**config.mk**
```make
export PLATFORM = sky130hd
export DESIGN_NAME = cmd_frame_sched
export DESIGN_NICKNAME = d
export VERILOG_FILES = /design/src/rtl/cmd_frame_sched_pkg.sv /design/src/rtl/cmd_frame_sched.sv
export SDC_FILE = /design/constraint.sdc
export NUM_CORES = 1
export LEC_CHECK = 0
export CORE_UTILIZATION = 26
export DETAILED_ROUTE_END_ITERATION = 6
export PLACE_DENSITY_LB_ADDON = 0.25
export SLEW_MARGIN = 20
export SYNTH_ARGS = -nofsm -noshare
export SYNTH_HDL_FRONTEND = slang
export SYNTH_SLANG_ARGS = --single-unit
```
**constraint.sdc**
```tcl
create_clock -name clk -period 6.5 [get_ports clk]
set_input_delay 1.95 -clock clk [delete_from_list [all_inputs] [get_ports clk]]
set_output_delay 1.95 -clock clk [all_outputs]
set_load 0.02 [all_outputs]
```
**src/rtl/cmd_frame_sched_pkg.sv**
```systemverilog
// Shared definitions for the command-frame path: scheduler state encoding,
// frame geometry and the header bytes used by the parser and the TX side.
package cmd_frame_sched_pkg;

  localparam int FRAME_BYTES = 12;
  localparam int HDR_BYTES   = 2;
  localparam int CMD_BYTES   = 9;
  localparam int CSUM_BYTES  = 1;

  localparam logic [7:0] HDR0 = 8'h55;
  localparam logic [7:0] HDR1 = 8'hAA;

  // Encoding is visible on state_o (LED/debug), so values are fixed.
  typedef enum logic [3:0] {
    ST_IDLE     = 4'd0,
    ST_START    = 4'd1,
    ST_WAIT_FD  = 4'd2,
    ST_APPLY    = 4'd3,
    ST_WAIT_CFG = 4'd4,
    ST_DONE     = 4'd5,
    ST_RECOVER  = 4'd6,
    ST_HOLD     = 4'd7
  } state_t;

endpackage

```
**src/rtl/cmd_frame_sched.sv**
```systemverilog
// Command-frame scheduler: starts the parser once a whole frame is buffered,
// hands the parsed config to the configurator and recovers a stuck parser.
module cmd_frame_sched
  import cmd_frame_sched_pkg::*;
#(
  parameter int FRAME_LEN = FRAME_BYTES,
  parameter int CW        = 10,
  parameter int FD_TMO    = 256,
  parameter int CFG_TMO   = 65535,
  parameter int RST_CYC   = 4
) (
  input  logic          clk,
  input  logic          rst,
  input  logic [CW-1:0] fifoc_level,
  output logic          fs,
  input  logic          fd,
  output logic          parser_rst,
  output logic          fifoc_flush,
  output logic          cfg_start,
  input  logic          cfg_done,
  output logic          cmd_ok,
  output logic          busy,
  output logic [7:0]    err_cnt,
  output logic [3:0]    state_o
);

  localparam int TMR_MAX = (FD_TMO > CFG_TMO) ? FD_TMO : CFG_TMO;
  localparam int TW      = $clog2(TMR_MAX + 1);

  localparam logic [CW-1:0] LVL_START = CW'(FRAME_LEN);
  localparam logic [TW-1:0] FD_LAST   = TW'(FD_TMO - 1);
  localparam logic [TW-1:0] CFG_LAST  = TW'(CFG_TMO - 1);
  localparam logic [TW-1:0] RST_LAST  = TW'(RST_CYC - 1);

  state_t          state;
  state_t          state_n;
  logic [TW-1:0]   timer;
  logic            enter_recover;

  function automatic logic [7:0] sat_inc8(input logic [7:0] v);
    return (v == 8'hFF) ? v : v + 8'd1;
  endfunction

  always_comb begin
    state_n = state;
    case (state)
      ST_IDLE:     if (fifoc_level >= LVL_START) state_n = ST_START;
      ST_START:    state_n = ST_WAIT_FD;
      ST_WAIT_FD: begin
        if (fd)                     state_n = ST_APPLY;
        else if (timer == FD_LAST)  state_n = ST_RECOVER;
      end
      ST_APPLY:    state_n = ST_WAIT_CFG;
      ST_WAIT_CFG: begin
        if (cfg_done)               state_n = ST_DONE;
        else if (timer == CFG_LAST) state_n = ST_RECOVER;
      end
      // Parser must leave LAST (fd low) before another frame can start.
      ST_DONE: begin
        if (!fd)                    state_n = ST_IDLE;
        else if (timer == FD_LAST)  state_n = ST_RECOVER;
      end
      ST_RECOVER:  if (timer == RST_LAST) state_n = ST_HOLD;
      ST_HOLD:     state_n = ST_IDLE;
      default:     state_n = ST_IDLE;
    endcase
  end

  assign enter_recover = (state_n == ST_RECOVER) && (state != ST_RECOVER);

  always_ff @(posedge clk or posedge rst) begin
    if (rst) begin
      state <= ST_IDLE;
      timer <= '0;
    end else begin
      state <= state_n;
      if (state_n != state)
        timer <= '0;
      else if (state != ST_IDLE)
        timer <= timer + 1'b1;
    end
  end

  // Outputs are registered from the next state so they line up with state_o.
  always_ff @(posedge clk or posedge rst) begin
    if (rst) begin
      fs          <= 1'b0;
      parser_rst  <= 1'b0;
      fifoc_flush <= 1'b0;
      cfg_start   <= 1'b0;
      cmd_ok      <= 1'b0;
      busy        <= 1'b0;
      err_cnt     <= 8'd0;
    end else begin
      fs          <= (state_n == ST_WAIT_FD) || (state_n == ST_APPLY) ||
                     (state_n == ST_WAIT_CFG);
      parser_rst  <= (state_n == ST_RECOVER);
      fifoc_flush <= enter_recover;
      cfg_start   <= (state_n == ST_APPLY);
      cmd_ok      <= (state_n == ST_DONE) && (state != ST_DONE);
      busy        <= (state_n != ST_IDLE);
      if (enter_recover)
        err_cnt <= sat_inc8(err_cnt);
    end
  end

  assign state_o = state;

endmodule

```
==> results.cfg, run 1 <==
[outcome]
run_status = finished clean

[clock_network]
cts_resized = 0
hold_buffers = 0
cts_buffers = 5
cts_num_sinks = 34
htree_levels = 2
cts_tree = done
clk_latency_ps = 280
root_buffer = clkbuf_8
postCtsSetupRepairBufs = 0
path_clk_slew_ps = 70
clk_path_buf_depth = 2

[place]
port_buffers = 29
dp.cells = 290
dp_hpwl_um = 2736
pre_cts_ws_ps = 1609
place.gp.congestion = 0.8027
placed_cell_area_um2 = 2188

[timing]
slew_headroom = 0.4941
setup_viol = 0
min_period_ps = 4595
clock-skew-final_ps = 8.216
finalCritPeriodShare = 0.7070
rsz0062_at_grt = false
fmax_ghz = 0.2176
worst_pin_slew_ps = 756.1
hold_violations = 0
slew_viol_final = 0
fin_ws_ps = 1905
setup_tns_ps = 0

[layout]
final_nets = 234
finalNonFillerCells = 298
drive_gt1_frac = 0.06422
finalInstanceArea_um2 = 2295
layout_common_cells = 34 x dfrtp_1, 29 x clkdlybuf4s50_1, 27 x nor2_1, 15 x xor2_1, 11 x nand2_1
diodes = 0
layout_commonest_cell = dfrtp_1
area_growth_pct = 26.57
post-route-util = 0.3396

[hold_path]
hold_depth = 1
hp-class = reg -> reg
whs_endpoint = err_cnt[7]$_DFFE_PP0P_
hp-start = err_cnt[7]$_DFFE_PP0P_

[route]
route.detailed.drc = 0
drt_pre_antenna_iters = 4
via_count = 1432
drt_iter0_drc = 92
ant_nets = 0
routed_wl_um = 3900
post_drt_wl_per_cell_um = 13.09
viasPerCell = 4.805

[setup_path]
crit_top_cell = or4_4
rr_worst_depth = 7
critPathTopFamily = simple AND/OR/NAND/NOR gates
timing.rr.end = err_cnt[1]$_DFFE_PP0P_
reg2reg_from = timer[0]$_DFFE_PP0P_
crit_start = fifoc_level[9]
path_buf_inv = 1
cp.arrival_ps = 4760
crit_slowest_cell = or4_4
critPathKind = in -> reg
start_kind = primary input
cp_cell_sequence = clkdlybuf4s50_1 > or4_4 > a2111oi_4 > o32ai_1 > or3_1 > or4_4 > mux2_4
r2r_slack_ps = 3470
worstPathRequired_ps = 6670
endpoint_kind = flop
slowest_delay_ps = 560
cp_max_fo = 10

[logic_synthesis]
syn_nets = 202
syn-mean-instance-area_um2 = 9.800
yosys_warnings = 0
synth_top_area_frac = 0.4693
syn_inst = 185
synth-seq-cells = 34
ys_seq_area_frac = 0.4693
syn_area_um2 = 1813
ys_top_cells_by_area = dfrtp_1 47%, xor2_1 7.2%, nor2_1 5.6%
synth_top_area_cell = dfrtp_1
synth_cell_types = 41

[job]
max_cap_violations = 0

[power_and_ir_drop]
peakVddDrop_mv = 0.09074
p_per_area_nw_per_um2 = 281.9
pwr-share-seq = 0.409
p_leak_nw = 0.9665
comb_power_share = 0.300
p_clk_frac = 0.291
switchingPower_mw = 0.2162
switching_share = 0.3342
p_int_mw = 0.4307

[grt]
grt_use_total = 0.1148
grt_max_degree = 35
grt_pass1_vias = 1408
antenna_found_initial = 0
grt_pass1_wl_um = 6693
overflow = 0

[die]
rows = 30
ioPinCount = 32
die_h_um = 85.51
die_area_um2 = 7311
initial_core_util = 0.2683
fp.dieW_um = 85.51
design.core.area_um2 = 6756
-- sequential cells by signal (all words and copies together), names as in the netlist --
| signal | flops |
|---|---|
| busy | 1 |
| cfg_start | 1 |
| cmd_ok | 1 |
| err_cnt | 8 |
| fifoc_flush | 1 |
| fs | 1 |
| parser_rst | 1 |
| state_o | 4 |
| timer | 16 |
-- through the flow --
| stage | hold WS [ps] | power (mW) |
|---|---|---|
| after floorplan | 516.3 | 0.3965 |
| after global placement | 490.8 | 0.4649 |
| after detailed placement | 499.2 | 0.4641 |
| after CTS | 509.1 | 0.6551 |
| after global routing | 541.0 | 0.6873 |
| final | 503.8 | 0.6469 |
-- metal layers --
metal | global-route usage | vias up | wire length [um]
met5 | 0 | - | 0
met4 | 0.05303 | 0 | 91
met3 | 0.01829 | 7 | 85
met2 | 0.1753 | 24 | 1745
met1 | 0.1599 | 678 | 1978
li1 | - | 723 | -
-- cell families after synthesis --
kind of cell,share of synthesized area
buf+inv,0.03520
compound gates,0.07316
fa+ha+maj,0.02071
flops,0.4693
xor+xnor,0.1015
simple gates,0.2899
mux,0.008279
other cells,0.002068
-- synthesized netlist by cell type --
cell       number
or2_2           1
or3_1           1
nor4bb_1        1
xor2_1         15
nand4bb_1       1
a22oi_1         1
a211oi_1        3
nand2b_1        2
nand4_1         8
or3_2           1
a2111oi_4       1
o21ai_1         1
dfrtp_1        34
and4_1          3
or4_1           3
a22o_1          1
or4_4           2
buf_6           1
conb_1          1
mux2_4          1
nand3_1         7
ha_1            3
clkbuf_1        5
xnor2_1         6
nor3_1          6
o32ai_1         1
a21oi_1         1
inv_1           9
and3_1          4
nor4_1          7
o21ai_0         3
o21a_1          1
nor2_1         27
o31a_1          1
nand2_1        11
nor4b_1         2
nor2b_1         3
nor3b_1         1
a21boi_0        1
and4b_1         3
o221ai_1        1
-- power groups by stage --
stage | clock network [mW] | logic (mW) | registers, mW
6_report | 0.188 | 0.194 | 0.265
5_1_grt | 0.202 | 0.214 | 0.271
4_1_cts | 0.195 | 0.196 | 0.265
3_5_place_dp | 0 | 0.195 | 0.269
3_3_place_gp | 0 | 0.196 | 0.269
2_1_floorplan | 0 | 0.121 | 0.275
-- worst reg2reg max path, cell delays in order, from the launching register on --
cell and delay, ps:
dfrtp_1 410, ha_1 210, nor4b_1 310, nand4_1 280
and4b_1 270, or3_1 550, or4_4 570, mux2_4 310
-- cell type report --
cell class,instances,area [um2]
flip-flops and latches,34,850.8
clock buffers,7,76.32
well taps,80,100.1
multi-input cells,136,898.4
fillers,709,4462
inverters,9,33.78
repair buffers,31,305.3
clock inverters,1,30.03
-- how the worst max path moves through the flow --
stage,end,slack (ps),cells past startpoint
after floorplan,err_cnt[1]$_DFFE_PP0P_,2210,7
after global placement,err_cnt[1]$_DFFE_PP0P_,1610,7
after detailed placement,err_cnt[1]$_DFFE_PP0P_,1610,7
after CTS,err_cnt[1]$_DFFE_PP0P_,1920,7
after global routing,err_cnt[1]$_DFFE_PP0P_,1820,7
final,err_cnt[1]$_DFFE_PP0P_,1900,7
Power figures use the tool's default switching activity.
==> run 2: changes to the inputs <==
Clock period 6.5 ns to 3.7 ns, I/O delays scaled along.
==> run 2 against run 1 <==
Count of clock-buffer cells in the layout unchanged; setup slack worse by 1800 ps; non-clock buffer count rose by 5; power is 72% higher; critical path depth is the same; clock skew decreased by 4.3 ps; register-to-register slack got worse by 2600 ps.
==> results.cfg, run 2 (synthesis gave the netlist of run 1 again) <==
[timing]
finalCritPeriodShare = 0.9626
setup_viol = 0
min_period_ps = 3562
slew_headroom = 0.5642
hold_violations = 0
worst_pin_slew_ps = 648.8
slew_viol_final = 0
setup_tns_ps = 0
clock-skew-final_ps = 3.960
rsz0062_at_grt = false
fmax_ghz = 0.2808

[setup_path]
cp_max_fo = 2
r2r_slack_ps = 840
critPathTopFamily = simple AND/OR/NAND/NOR gates
crit_start = fifoc_level[9]
worstPathRequired_ps = 3870
cp_cell_sequence = clkdlybuf4s50_1 > or4_4 > a2111oi_4 > o32ai_1 > or3_1 > or4_4 > mux2_4
rr_worst_depth = 7
path_buf_inv = 1
cp.arrival_ps = 3740
cp.depth = 7
critPathCapture = err_cnt[1]$_DFFE_PP0P_
reg2reg_from = timer[0]$_DFFE_PP0P_
crit_top_cell = or4_4
slowest_delay_ps = 540
start_kind = primary input
endpoint_kind = flop
critPathKind = in -> reg
crit_slowest_cell = or4_4
timing.rr.end = err_cnt[1]$_DFFE_PP0P_

[route]
ant_nets = 0
drt_iter0_drc = 59
viasPerCell = 4.802
drt_pre_antenna_iters = 4
post_drt_wl_per_cell_um = 12.89
via_count = 1455
routed_wl_um = 3905
route.detailed.drc = 0

[layout]
finalNonFillerCells = 303
area_growth_pct = 27.81
layout_common_cells = 34 x dfrtp_1, 29 x clkdlybuf4s50_1, 27 x nor2_1, 15 x xor2_1, 11 x nand2_1
diodes = 0
regMostFlops = timer
largest_reg_flops = 16
final_nets = 239
layout_commonest_cell = dfrtp_1
drive_gt1_frac = 0.08969

[power_and_ir_drop]
p_per_area_nw_per_um2 = 479.5
peakVddDrop_mv = 0.1657
p_leak_nw = 0.9845

[job]
max_cap_violations = 0

[grt]
grt_max_degree = 23
grt_pass1_wl_um = 6748
grt_use_total = 0.1198
grt_pass1_vias = 1400
antenna_found_initial = 0
overflow = 0

[hold_path]
hp-class = reg -> reg
hp-start = err_cnt[7]$_DFFE_PP0P_

[die]
die_h_um = 85.51
ioPinCount = 32
design.core.area_um2 = 6756
die_area_um2 = 7311
rows = 30
initial_core_util = 0.2683
fp.dieW_um = 85.51

[place]
dp.cells = 295
place.gp.congestion = 0.7950
port_buffers = 29
dp_hpwl_um = 2905

[clock_network]
cts_tree = done
cts_num_sinks = 34
clk_path_buf_depth = 2
clk_latency_ps = 290
root_buffer = clkbuf_8
cts_buffers = 5
cts_resized = 0
path_clk_slew_ps = 70
hold_buffers = 0
htree_levels = 2
postCtsSetupRepairBufs = 0

[outcome]
run_status = finished clean
## run 2: changes by cell type in the layout (fill, tap and decap cells not counted)
cell       change
buf_4          +5
bufinv_16      -1
clkbuf_1       -1
clkbuf_8       +1
clkinv_2       +1
## run 2: worst min-delay path by stage
stage          cells after the start  slack [ps]                      to
6_report                           1         500  err_cnt[7]$_DFFE_PP0P_
5_1_grt                            1         540  err_cnt[7]$_DFFE_PP0P_
4_1_cts                            1         510  err_cnt[7]$_DFFE_PP0P_
3_5_place_dp                       1         500  err_cnt[7]$_DFFE_PP0P_
3_3_place_gp                       1         500  err_cnt[7]$_DFFE_PP0P_
2_1_floorplan                      2         520    timer[7]$_DFFE_PP0P_
## run 2: per-layer routing
layer  vias up  global-route usage  share of wire
met5         -                   0              0
met4         0             0.05909          0.021
met3         5             0.03080          0.032
li1        730                   -              -
met1       691              0.1610           0.50
met2        29              0.1796           0.45
## run 2: power by group
part | total (mW) | switching [mW] | internal [mW]
Clock | 0.283 | 0.133 | 0.150
Combinational | 0.364 | 0.198 | 0.166
Sequential | 0.464 | 0.0544 | 0.410
Total | 1.11 | 0.385 | 0.726
## run 2: cell type report
| cell class | instances | area (um2) |
|---|---|---|
| Clock inverter | 1 | 5.005 |
| Multi-Input combinational cell | 136 | 898.4 |
| Fill cell | 708 | 4439 |
| Inverter | 9 | 33.78 |
| Tap cell | 80 | 100.1 |
| Clock buffer | 7 | 86.33 |
| Sequential cell | 34 | 850.8 |
| Timing Repair Buffer | 36 | 342.8 |
## run 2: worst reg2reg max path: stages, from the launching register on
cell	delay, ps
dfrtp_1	410
ha_1	220
nor4b_1	320
nand4_1	290
and4b_1	280
or3_1	410
or4_4	520
mux2_4	310
## run 2: through the flow
step	setup WS, ps	hold WS, ps	instance area (um2)	power [mW]	utilization
after floorplan	249.3	516.3	1813	0.6965	-
after global placement	-164.4	497.2	2226	0.8379	0.3294
after detailed placement	-181.3	501.9	2226	0.8380	0.3294
after CTS	126.5	511.8	2317	1.125	0.3430
after global routing	55.31	535.9	2317	1.182	0.3430
final	138.3	504.3	2317	1.111	0.3430
